$ cat config.mk
export PLATFORM = sky130hd
export DESIGN_NAME = e203_dtcm_ram_ctrl_flat
export DESIGN_NICKNAME = d
export VERILOG_FILES = /design/src/rtl/e203_dtcm_ctrl_pkg.sv /design/src/rtl/e203_dtcm_ram_ctrl_if.sv /design/src/rtl/e203_rr_arb2.sv /design/src/rtl/e203_dtcm_ram_ctrl.sv /design/src/flat_wrapper.sv
export SDC_FILE = /design/constraint.sdc
export NUM_CORES = 1
export LEC_CHECK = 0
export CORE_MARGIN = 2
export CORE_UTILIZATION = 39
export DETAILED_ROUTE_END_ITERATION = 16
export PLACE_DENSITY = 0.82
export SLEW_MARGIN = 10
export SYNTH_ARGS = -nofsm -noshare
export SYNTH_HDL_FRONTEND = slang
export SYNTH_HIERARCHICAL = 1
export SYNTH_SLANG_ARGS = --single-unit
$ cat constraint.sdc
create_clock -name clk_dtcm_ram -period 2.2 [get_ports clk_dtcm_ram]
set_input_delay 0.44 -clock clk_dtcm_ram [delete_from_list [all_inputs] [get_ports clk_dtcm_ram]]
set_output_delay 0.44 -clock clk_dtcm_ram [all_outputs]
set_load 0.02 [all_outputs]
$ cat src/rtl/e203_dtcm_ctrl_pkg.sv
// Shared types for the DTCM RAM controller: FSM states, requester index, idle counter.
package e203_dtcm_ctrl_pkg;

    localparam int unsigned IDLE_CNT_W = 8;

    typedef enum logic [1:0] {
        ACTIVE = 2'd0,
        SLEEP  = 2'd1,
        WAKE   = 2'd2
    } dtcm_state_e;

    // 0 = core LSU, 1 = external ICB slave path
    typedef logic req_idx_t;

    typedef logic [IDLE_CNT_W-1:0] idle_cnt_t;

endpackage

$ cat src/rtl/e203_dtcm_ram_ctrl_if.sv
// One requester's command/response channel into the DTCM RAM controller.
interface e203_dtcm_ram_ctrl_if #(
    parameter int unsigned AW = 14,
    parameter int unsigned DW = 32,
    parameter int unsigned MW = 4
);

    logic          cmd_valid;
    logic          cmd_ready;
    logic          cmd_read;
    logic [AW-1:0] cmd_addr;
    logic [DW-1:0] cmd_wdata;
    logic [MW-1:0] cmd_wmask;
    logic          rsp_valid;
    logic          rsp_ready;
    logic [DW-1:0] rsp_rdata;

    modport master (
        output cmd_valid, cmd_read, cmd_addr, cmd_wdata, cmd_wmask, rsp_ready,
        input  cmd_ready, rsp_valid, rsp_rdata
    );

    modport slave (
        input  cmd_valid, cmd_read, cmd_addr, cmd_wdata, cmd_wmask, rsp_ready,
        output cmd_ready, rsp_valid, rsp_rdata
    );

endinterface

$ cat src/rtl/e203_rr_arb2.sv
// Two-way round-robin arbiter; the pointer remembers the last winner and moves on advance.
module e203_rr_arb2
    import e203_dtcm_ctrl_pkg::*;
(
    input  logic       clk,
    input  logic       rst,
    input  logic [1:0] valid,
    input  logic       advance,
    output logic [1:0] grant,
    output req_idx_t   grant_idx
);

    req_idx_t last_q;

    always_comb begin
        grant_idx = 1'b0;
        case (valid)
            2'b10:   grant_idx = 1'b1;
            2'b11:   grant_idx = ~last_q;
            default: grant_idx = 1'b0;
        endcase
        grant = (valid == 2'b00) ? 2'b00 : (grant_idx ? 2'b10 : 2'b01);
    end

    // Resetting to 1 lets requester 0 win the first contended cycle.
    always_ff @(posedge clk) begin
        if (rst) begin
            last_q <= 1'b1;
        end else if (advance) begin
            last_q <= grant_idx;
        end
    end

endmodule

$ cat src/rtl/e203_dtcm_ram_ctrl.sv
// Shares the single-port DTCM SRAM between LSU and ICB requesters, hides the one-cycle
// read latency behind a response handshake and manages light-sleep entry/exit.
module e203_dtcm_ram_ctrl
    import e203_dtcm_ctrl_pkg::*;
#(
    parameter int unsigned AW          = 14,
    parameter int unsigned DW          = 32,
    parameter int unsigned MW          = 4,
    parameter int unsigned IDLE_LS_CYC = 16
) (
    input  logic                clk_dtcm_ram,
    input  logic                rst_dtcm,
    e203_dtcm_ram_ctrl_if.slave req0,
    e203_dtcm_ram_ctrl_if.slave req1,
    output logic                dtcm_ram_cs,
    output logic                dtcm_ram_we,
    output logic [AW-1:0]       dtcm_ram_addr,
    output logic [MW-1:0]       dtcm_ram_wem,
    output logic [DW-1:0]       dtcm_ram_din,
    input  logic [DW-1:0]       dtcm_ram_dout,
    output logic                dtcm_ram_ls,
    output logic                dtcm_ram_ds,
    output logic                dtcm_ram_sd
);

    localparam idle_cnt_t IdleMax = idle_cnt_t'(IDLE_LS_CYC);

    dtcm_state_e   state_q;
    logic          ls_q;
    idle_cnt_t     idle_q;
    logic          rsp_pend_q;
    req_idx_t      rsp_owner_q;
    logic          rsp_is_read_q;
    logic          hold_vld_q;
    logic [DW-1:0] hold_q;
    logic [AW-1:0] addr_q;
    logic [MW-1:0] wem_q;
    logic [DW-1:0] din_q;

    logic [1:0]    arb_grant;
    req_idx_t      grant_idx;
    logic          rsp_ready_sel;
    logic          rsp_accept;
    logic          eligible;
    logic          fire;
    logic          sel_read;
    logic [AW-1:0] sel_addr;
    logic [DW-1:0] sel_wdata;
    logic [MW-1:0] sel_wmask;
    logic [DW-1:0] rsp_data;

    e203_rr_arb2 u_arb (
        .clk       (clk_dtcm_ram),
        .rst       (rst_dtcm),
        .valid     ({req1.cmd_valid, req0.cmd_valid}),
        .advance   (fire),
        .grant     (arb_grant),
        .grant_idx (grant_idx)
    );

    // A new command may issue in the same cycle the outstanding response is accepted.
    assign rsp_ready_sel = rsp_owner_q ? req1.rsp_ready : req0.rsp_ready;
    assign rsp_accept    = rsp_pend_q & rsp_ready_sel;
    assign eligible      = (state_q == ACTIVE) & (~rsp_pend_q | rsp_accept);
    assign fire          = eligible & (|arb_grant);

    assign req0.cmd_ready = eligible & arb_grant[0];
    assign req1.cmd_ready = eligible & arb_grant[1];

    always_comb begin
        sel_read  = req0.cmd_read;
        sel_addr  = req0.cmd_addr;
        sel_wdata = req0.cmd_wdata;
        sel_wmask = req0.cmd_wmask;
        if (grant_idx) begin
            sel_read  = req1.cmd_read;
            sel_addr  = req1.cmd_addr;
            sel_wdata = req1.cmd_wdata;
            sel_wmask = req1.cmd_wmask;
        end
    end

    // Address/mask/data hold their last driven values whenever no access is issued.
    always_comb begin
        dtcm_ram_cs   = fire;
        dtcm_ram_we   = fire & ~sel_read;
        dtcm_ram_addr = fire ? sel_addr : addr_q;
        dtcm_ram_wem  = fire ? (sel_read ? '0 : sel_wmask) : wem_q;
        dtcm_ram_din  = fire ? (sel_read ? '0 : sel_wdata) : din_q;
    end

    assign dtcm_ram_ls = ls_q;
    assign dtcm_ram_ds = 1'b0;
    assign dtcm_ram_sd = 1'b0;

    // The macro output is only good for one cycle; a stalled read replays from hold_q.
    assign rsp_data       = rsp_is_read_q ? (hold_vld_q ? hold_q : dtcm_ram_dout) : '0;
    assign req0.rsp_valid = rsp_pend_q & ~rsp_owner_q;
    assign req1.rsp_valid = rsp_pend_q & rsp_owner_q;
    assign req0.rsp_rdata = req0.rsp_valid ? rsp_data : '0;
    assign req1.rsp_rdata = req1.rsp_valid ? rsp_data : '0;

    always_ff @(posedge clk_dtcm_ram) begin
        if (rst_dtcm) begin
            rsp_pend_q    <= 1'b0;
            rsp_owner_q   <= 1'b0;
            rsp_is_read_q <= 1'b0;
            hold_vld_q    <= 1'b0;
            hold_q        <= '0;
            addr_q        <= '0;
            wem_q         <= '0;
            din_q         <= '0;
        end else begin
            addr_q <= dtcm_ram_addr;
            wem_q  <= dtcm_ram_wem;
            din_q  <= dtcm_ram_din;
            if (fire) begin
                rsp_pend_q    <= 1'b1;
                rsp_owner_q   <= grant_idx;
                rsp_is_read_q <= sel_read;
                hold_vld_q    <= 1'b0;
            end else if (rsp_accept) begin
                rsp_pend_q <= 1'b0;
                hold_vld_q <= 1'b0;
            end else if (rsp_pend_q && rsp_is_read_q && !hold_vld_q) begin
                hold_q     <= dtcm_ram_dout;
                hold_vld_q <= 1'b1;
            end
        end
    end

    always_ff @(posedge clk_dtcm_ram) begin
        if (rst_dtcm) begin
            idle_q <= '0;
        end else if (fire || rsp_pend_q) begin
            idle_q <= '0;
        end else if (idle_q < IdleMax) begin
            idle_q <= idle_q + idle_cnt_t'(1);
        end
    end

    always_ff @(posedge clk_dtcm_ram) begin
        if (rst_dtcm) begin
            state_q <= ACTIVE;
            ls_q    <= 1'b0;
        end else begin
            unique case (state_q)
                ACTIVE: begin
                    if (idle_q == IdleMax && !fire) begin
                        state_q <= SLEEP;
                        ls_q    <= 1'b1;
                    end
                end
                SLEEP: begin
                    if (req0.cmd_valid || req1.cmd_valid) begin
                        state_q <= WAKE;
                        ls_q    <= 1'b0;
                    end
                end
                WAKE: begin
                    state_q <= ACTIVE;
                end
                default: begin
                    state_q <= ACTIVE;
                    ls_q    <= 1'b0;
                end
            endcase
        end
    end

endmodule

$ cat src/flat_wrapper.sv
// flat-port wrapper written by rule: the top's interface ports become plain ports
module e203_dtcm_ram_ctrl_flat import e203_dtcm_ctrl_pkg::*;
#(
    parameter int unsigned AW          = 14,
    parameter int unsigned DW          = 32,
    parameter int unsigned MW          = 4,
    parameter int unsigned IDLE_LS_CYC = 16
)
  (clk_dtcm_ram, rst_dtcm, dtcm_ram_cs, dtcm_ram_we, dtcm_ram_addr, dtcm_ram_wem, dtcm_ram_din, dtcm_ram_dout, dtcm_ram_ls, dtcm_ram_ds, dtcm_ram_sd, req0_cmd_valid, req0_cmd_read, req0_cmd_addr, req0_cmd_wdata, req0_cmd_wmask, req0_rsp_ready, req0_cmd_ready, req0_rsp_valid, req0_rsp_rdata, req1_cmd_valid, req1_cmd_read, req1_cmd_addr, req1_cmd_wdata, req1_cmd_wmask, req1_rsp_ready, req1_cmd_ready, req1_rsp_valid, req1_rsp_rdata);
  e203_dtcm_ram_ctrl_if #(.AW(AW), .DW(DW), .MW(MW)) req0_i ();
  e203_dtcm_ram_ctrl_if #(.AW(AW), .DW(DW), .MW(MW)) req1_i ();
  input  logic clk_dtcm_ram;
  input  logic rst_dtcm;
  output logic dtcm_ram_cs;
  output logic dtcm_ram_we;
  output logic [AW-1:0] dtcm_ram_addr;
  output logic [MW-1:0] dtcm_ram_wem;
  output logic [DW-1:0] dtcm_ram_din;
  input  logic [DW-1:0] dtcm_ram_dout;
  output logic dtcm_ram_ls;
  output logic dtcm_ram_ds;
  output logic dtcm_ram_sd;
  input wire logic [$bits(req0_i.cmd_valid)-1:0] req0_cmd_valid;
  input wire logic [$bits(req0_i.cmd_read)-1:0] req0_cmd_read;
  input wire logic [$bits(req0_i.cmd_addr)-1:0] req0_cmd_addr;
  input wire logic [$bits(req0_i.cmd_wdata)-1:0] req0_cmd_wdata;
  input wire logic [$bits(req0_i.cmd_wmask)-1:0] req0_cmd_wmask;
  input wire logic [$bits(req0_i.rsp_ready)-1:0] req0_rsp_ready;
  output wire logic [$bits(req0_i.cmd_ready)-1:0] req0_cmd_ready;
  output wire logic [$bits(req0_i.rsp_valid)-1:0] req0_rsp_valid;
  output wire logic [$bits(req0_i.rsp_rdata)-1:0] req0_rsp_rdata;
  input wire logic [$bits(req1_i.cmd_valid)-1:0] req1_cmd_valid;
  input wire logic [$bits(req1_i.cmd_read)-1:0] req1_cmd_read;
  input wire logic [$bits(req1_i.cmd_addr)-1:0] req1_cmd_addr;
  input wire logic [$bits(req1_i.cmd_wdata)-1:0] req1_cmd_wdata;
  input wire logic [$bits(req1_i.cmd_wmask)-1:0] req1_cmd_wmask;
  input wire logic [$bits(req1_i.rsp_ready)-1:0] req1_rsp_ready;
  output wire logic [$bits(req1_i.cmd_ready)-1:0] req1_cmd_ready;
  output wire logic [$bits(req1_i.rsp_valid)-1:0] req1_rsp_valid;
  output wire logic [$bits(req1_i.rsp_rdata)-1:0] req1_rsp_rdata;
  assign req0_i.cmd_valid = req0_cmd_valid;
  assign req0_i.cmd_read = req0_cmd_read;
  assign req0_i.cmd_addr = req0_cmd_addr;
  assign req0_i.cmd_wdata = req0_cmd_wdata;
  assign req0_i.cmd_wmask = req0_cmd_wmask;
  assign req0_i.rsp_ready = req0_rsp_ready;
  assign req0_cmd_ready = req0_i.cmd_ready;
  assign req0_rsp_valid = req0_i.rsp_valid;
  assign req0_rsp_rdata = req0_i.rsp_rdata;
  assign req1_i.cmd_valid = req1_cmd_valid;
  assign req1_i.cmd_read = req1_cmd_read;
  assign req1_i.cmd_addr = req1_cmd_addr;
  assign req1_i.cmd_wdata = req1_cmd_wdata;
  assign req1_i.cmd_wmask = req1_cmd_wmask;
  assign req1_i.rsp_ready = req1_rsp_ready;
  assign req1_cmd_ready = req1_i.cmd_ready;
  assign req1_rsp_valid = req1_i.rsp_valid;
  assign req1_rsp_rdata = req1_i.rsp_rdata;
  e203_dtcm_ram_ctrl #(.AW(AW), .DW(DW), .MW(MW), .IDLE_LS_CYC(IDLE_LS_CYC)) u_core (.clk_dtcm_ram(clk_dtcm_ram), .rst_dtcm(rst_dtcm), .req0(req0_i), .req1(req1_i), .dtcm_ram_cs(dtcm_ram_cs), .dtcm_ram_we(dtcm_ram_we), .dtcm_ram_addr(dtcm_ram_addr), .dtcm_ram_wem(dtcm_ram_wem), .dtcm_ram_din(dtcm_ram_din), .dtcm_ram_dout(dtcm_ram_dout), .dtcm_ram_ls(dtcm_ram_ls), .dtcm_ram_ds(dtcm_ram_ds), .dtcm_ram_sd(dtcm_ram_sd));
endmodule
### After elaboration in Yosys (flattened, before gate mapping)

Index checks and enable logic that the tools add are counted.

* register bits after elaboration: 98
* bits of input ports: 140
* output and inout bits: 123
* word-level logic and storage cells: 78

* add/sub/neg operators: 1
* magnitude comparators: 1
* equality and inequality tests: 7
* multiplexer cells: 25
* bitwise operators: 16
* reduce and logical (&&, ||, !) cells: 16

Operators with widths (number)
* $mux W32: 7
* $mux W14: 2
* $mux W4: 3
* $add A8 B1 Y8 const B: 1
* $and A1 B1 Y1: 8
* $eq A8 B5 Y1 const B: 1
* $lt A8 B5 Y1 const B: 1
* $mux W2: 4
* $not A1 Y1: 7
* $eq A2 B2 Y1 const B: 3
* $mux W1: 6
* $reduce_and A3 Y1: 2
* $logic_not A2 Y1: 2
* $pmux W2 S2: 1
* $reduce_or A2 Y1: 2
* $logic_and A1 B1 Y1: 3
* $pmux W1 S3: 1
* $reduce_or A3 Y1: 1
* $eq A2 B1 Y1 const B: 1
* $logic_not A1 Y1: 2
* $logic_or A1 B1 Y1: 2
* $ne A2 B1 Y1 const B: 1
* $ne A2 B2 Y1 const B: 1
* $pmux W1 S2: 1
* 3 further kinds: 3

### Depth between registers and ports, before layout

* word-level depth: 10
* gate-level depth with buffers: 9
* depth with buffers taken out: 7

### Hierarchy

The synthesis kept the hierarchy.

Modules (own cells, without submodules)
* e203_dtcm_ram_ctrl: times used 1, cells an instance 752, area each 5992.0 um^2, sequential area each 1941.9 um^2
* e203_rr_arb2: times used 1, cells an instance 7, area each 65.1 um^2, sequential area each 20.0 um^2

### Least setup slack after synthesis

Ideal clock, no wire load.

* path type: input to output
* from: in req1_cmd_valid
* to: out dtcm_ram_addr[10]
* arrival time: 1.919 ns
* required time: 1.760 ns
* setup slack: -0.159 ns
* stages on the path: 6
* buffers on the path: 2
* path through: a21boi_2 -> buf_2 -> buf_2 -> mux2_2 -> a2111oi_0 -> a21oi_1

* longest elaborated chain between the ends: 7
* elaborated cells on any way between the ends: 10
* classes of those cells: 2 x eq/ne; 5 x mux; 1 x bitwise; 2 x reduce/logical

RTL lines
* from (decl): RTL line flat_wrapper.sv:32 `input wire logic [$bits(req1_i.cmd_valid)-1:0] req1_cmd_valid;`
* $eq A2 B2 Y1: RTL line e203_rr_arb2.sv:17 `case (valid)`
* $pmux W1 S2: RTL line e203_rr_arb2.sv:17
* $mux W2 (2 in series): RTL line e203_rr_arb2.sv:22 `grant = (valid == 2'b00) ? 2'b00 : (grant_idx ? 2'b10 : 2'b01);`
* $reduce_or A2 Y1: RTL line e203_dtcm_ram_ctrl.sv:65 `assign fire = eligible & (|arb_grant);`
* $and A1 B1 Y1: RTL line e203_dtcm_ram_ctrl.sv:65
* $mux W14 *: RTL line e203_dtcm_ram_ctrl.sv:87 `dtcm_ram_addr = fire ? sel_addr : addr_q;`
* to (decl): RTL line flat_wrapper.sv:16 `output logic [AW-1:0] dtcm_ram_addr;`

Every way passes the cells marked *; elsewhere a longest branch is shown, timed or not.

### Final worst setup path

* from: reg u_core.u_arb.last_q
* to: out dtcm_ram_din[18]

* longest elaborated chain between the ends: 7
* elaborated cells on any way between the ends: 10
* classes of those cells: 7 x mux; 2 x bitwise; 1 x reduce/logical

RTL lines
* from (decl): RTL line e203_rr_arb2.sv:13 `req_idx_t last_q;`
* from (signal assigned): RTL line e203_rr_arb2.sv:30 `last_q <= grant_idx;`
* $not A1 Y1 *: RTL line e203_rr_arb2.sv:19 `2'b11: grant_idx = ~last_q;`
* $pmux W1 S2 *: RTL line e203_rr_arb2.sv:17
* named net u_core.grant_idx: RTL line e203_dtcm_ram_ctrl.sv:41 `req_idx_t grant_idx;`
* $mux W2 (2 in series): RTL line e203_rr_arb2.sv:22
* $reduce_or A2 Y1: RTL line e203_dtcm_ram_ctrl.sv:65
* $and A1 B1 Y1: RTL line e203_dtcm_ram_ctrl.sv:65
* $mux W32 *: RTL line e203_dtcm_ram_ctrl.sv:89 `dtcm_ram_din = fire ? (sel_read ? '0 : sel_wdata) : din_q;`
* to (decl): RTL line flat_wrapper.sv:18 `output logic [DW-1:0] dtcm_ram_din;`

Mark *: on every way through the listed nets, which the timed path passes. The rest lies on a longest branch.

==> flow_metrics.tcl <==
set metrics [dict create \
    critPathCaptureType "output port" \
    path_class "register to output port" \
    slowest_delay_ns 0.34 \
    slew_headroom_pct 59.57 \
    leakage_nw 4.688 \
    vias 6911 \
    ant_nets 0 \
    min-delay-start "u_core/idle_q[7]$_SDFFE_PP0N_" \
    fp.dieArea_mm2 0.01654 \
    worstReg2RegStart "u_core/u_arb/last_q$_SDFFE_PP1P_" \
    grt_max_degree 71 \
    ys_seq_area_share_pct 32.39 \
    coreArea_mm2 0.01520 \
    r2r_end "u_core/din_q[30]$_SDFF_PP0_" \
    layout-drive-gt1-share_pct 36.74 \
    grt.overflow.total 0 \
    synth_cell_type_count 39 \
    finalCriticalPeriod_ns 2.650 \
    fmax_mhz 377.3 \
    finClkSkew_ns 0.009095 \
    clkSinkCount 98 \
    finalSetupViolations 55 \
    worst_slack_ns -0.4504 \
    yosys.area_share.simple_pct 17.15 \
    synth_fa_ha_area_share_pct 0.4131 \
    synth_top_family_by_area "multiplexers" \
    final_hold_viol_count 0 \
    holdPathEnd "u_core/idle_q[7]$_SDFFE_PP0N_" \
    cp_data_arrival_time_ns 2.21 \
    hold_depth 2 \
    mostFrequentLayoutCells "clkdlybuf4s50_1 (136), buf_4 (104), dfxtp_1 (94), nor2_1 (72), nand3_1 (71)" \
    muxShareOfSynthArea_pct 27.74 \
    slew_viol_final 0 \
    finalWirelength_um 24480 \
    drtIter0Drc 391 \
    clockBufferDepth 2 \
    vias_per_cell 5.345 \
    synth_xor_area_share_pct 0.1446 \
    clk_pin_slew_ns 0.07 \
    netlist_area_mm2 0.006057 \
    synth_top_cell_by_area "dfxtp_1" \
    synthFlopType "dfxtp_1" \
    p_per_area_mw_per_mm2 565.0 \
    pin_count 263 \
    reg2reg_setup_slack_ns -0.03 \
    fp.dieH_um 128.6 \
    synth_seq_cells 98 \
    synth.top_cell.area_share_pct 32.39 \
    maxCapViolations 0 \
    drc 0 \
    final_common_cell "clkdlybuf4s50_1" \
    die_x_um 128.6 \
    critPathSlowestCell "dfxtp_2" \
    synthCells 759 \
    synth-compound-area-share_pct 12.31 \
    finalNetCount 1242 \
    vdd.ir_drop.worst_mv 0.4270 \
    dp_cells 1214 \
    fin_cells 1293 \
    synth_edf_count 0 \
    wl_per_cell_um 18.93 \
    cts_buffers 9 \
    grtUsageTotal_pct 28.29 \
    cp_cell_sequence "buf_6 > a21boi_4 > buf_6 > mux2i_4 > buf_12 > buf_12 > buf_16 > nand2_4 > mux2i_2 > buf_4" \
    yosys-top-cells-area "dfxtp_1 (32%), mux2i_1 (18%), mux2_2 (9.7%), nand3_1 (5.9%), nand2_1 (4.8%)" \
    n_antenna_cell 0 \
    tightest_slew_ns 0.6065 \
    failed_checks "negative setup slack" \
    worstSetupStartpointType "register" \
    grt_pass1_wl_um 36560 \
    r2r_cells 13 \
    dp_hpwl_um 14160 \
    clockRootBuffer "clkbuf_16" \
    fin_util_pct 75.21 \
    portBuffers 260 \
    rsz0062_at_grt "true" \
    cts_tree "yes" \
    design_power_total_mw 6.460 \
    yosys_warnings 6 \
    fin_crit_sh_pct 120.5 \
    crit_required_ns 1.76 \
    start_util_pct 39.84 \
    postSynthAreaPerCell_um2 7.980 \
    dr.pass1.iters 4 \
    h-tree-depth 3 \
    async_reset_ff_share_pct 0 \
    clk_latency_ns 0.35 \
    antenna_found_initial 0 \
    syn2layout_area_growth_pct 88.76 \
    fp-row-count 45 \
    cp_max_fo 8 \
    hold_path.class "register to register" \
    grt_pass1_vias 6944 \
    status "finished, violations left" \
    cts_hold_buf 0 \
    place.gp.congestion 0.8073 \
]
[synth_stat cells (2+ instances only)]
cell / instances
ha_1: 2
buf_6: 8
nand3b_1: 2
a211oi_1: 14
buf_4: 3
or3_1: 2
nor2b_1: 2
and2_1: 3
inv_2: 2
nand3_1: 71
a21oi_1: 51
nor2_1: 74
mux2_2: 52
a211o_1: 2
nand2_1: 78
inv_1: 58
o21ai_0: 36
a21boi_0: 2
mux2i_1: 108
clkbuf_1: 44
buf_2: 17
dfxtp_1: 98
a2111oi_0: 14
[per-layer routing]
layer | GRT usage [%] | vias to the layer above | share of wire [%]
li1 | - | 3276 | -
met1 | 31.55 | 3255 | 38
met2 | 52.13 | 319 | 52
met3 | 5.405 | 61 | 7.0
met4 | 12.79 | 0 | 3.6
met5 | 0 | - | 0
[through the flow]
stage,hold slack (ns),setup slack (ns),setup TNS (ns),area (um2)
4_1_cts,0.4401,-0.4264,-18.21,11280
3_3_place_gp,0.4257,-1.122,-85.00,9647
3_5_place_dp,0.4302,-1.149,-88.56,9647
2_1_floorplan,0.4155,-0.09625,-2.320,6456
6_report,0.4399,-0.4504,-18.42,11430
5_1_grt,0.4639,-0.5287,-23.19,11430
[cells by family (layout without fill, tap and decap cells)]
logic type      count (synthesis)  after routing
buf+inv                       133            478
mux                           161            161
compound gates                124            124
other cells                     1              2
xor+xnor                        1              1
simple gates                  239            239
fa+ha+maj                       2              2
flops                          98             98
[power breakdown]
| part | internal [mW] | total [mW] | switching, mW |
|---|---|---|---|
| Combinational | 1.59 | 2.90 | 1.31 |
| Sequential | 1.88 | 1.93 | 0.0539 |
| Clock | 0.943 | 1.63 | 0.690 |
| Total | 4.41 | 6.46 | 2.06 |
[critical path, delay by kind of cell, from the launching register on]
family                 cells  cell delay [ns]
buffers and inverters      6             0.83
multiplexers               2             0.44
flip-flops                 1             0.34
AO/OA/AOI/OAI              1             0.19
AND/OR/NAND/NOR            1             0.05
[what timing repair did]
action | 4_1_cts | 5_1_grt
gates cloned | 17 | 2
resized for setup | 523 | 106
buffers inserted | 33 | 14
pin swaps | 6 | 4
setup endpoints to repair | 165 | 114
[state kept, by name, indices dropped and copies added, names as in the netlist, 2 cells and up]
register and cells:
u_core/wem_q 4, u_core/din_q 32, u_core/idle_q 8, u_core/hold_q 32, u_core/addr_q 14, u_core/state_q 2
[cell type report]
cell class              count  area, um2
multi-input cells         529       4459
clock buffers              12      256.5
inverters                  60      237.7
repair buffers            402       4225
clock inverters             4      50.05
fillers                  1049       3769
flip-flops and latches     98       1969
well taps                 188      235.2
[worst max path at each step]
stage / slack (ns) / end / start
2_1_floorplan: -0.1 / dtcm_ram_addr[5] / req1_cmd_valid
3_5_place_dp: -1.15 / dtcm_ram_addr[10] / req0_cmd_valid
4_1_cts: -0.43 / dtcm_ram_din[20] / u_core/u_arb/last_q$_SDFFE_PP1P_
5_1_grt: -0.53 / dtcm_ram_din[18] / u_core/u_arb/last_q$_SDFFE_PP1P_
6_report: -0.45 / dtcm_ram_din[18] / u_core/u_arb/last_q$_SDFFE_PP1P_
3_3_place_gp: -1.12 / dtcm_ram_addr[10] / req0_cmd_valid
(Power assumes the default switching activity.)
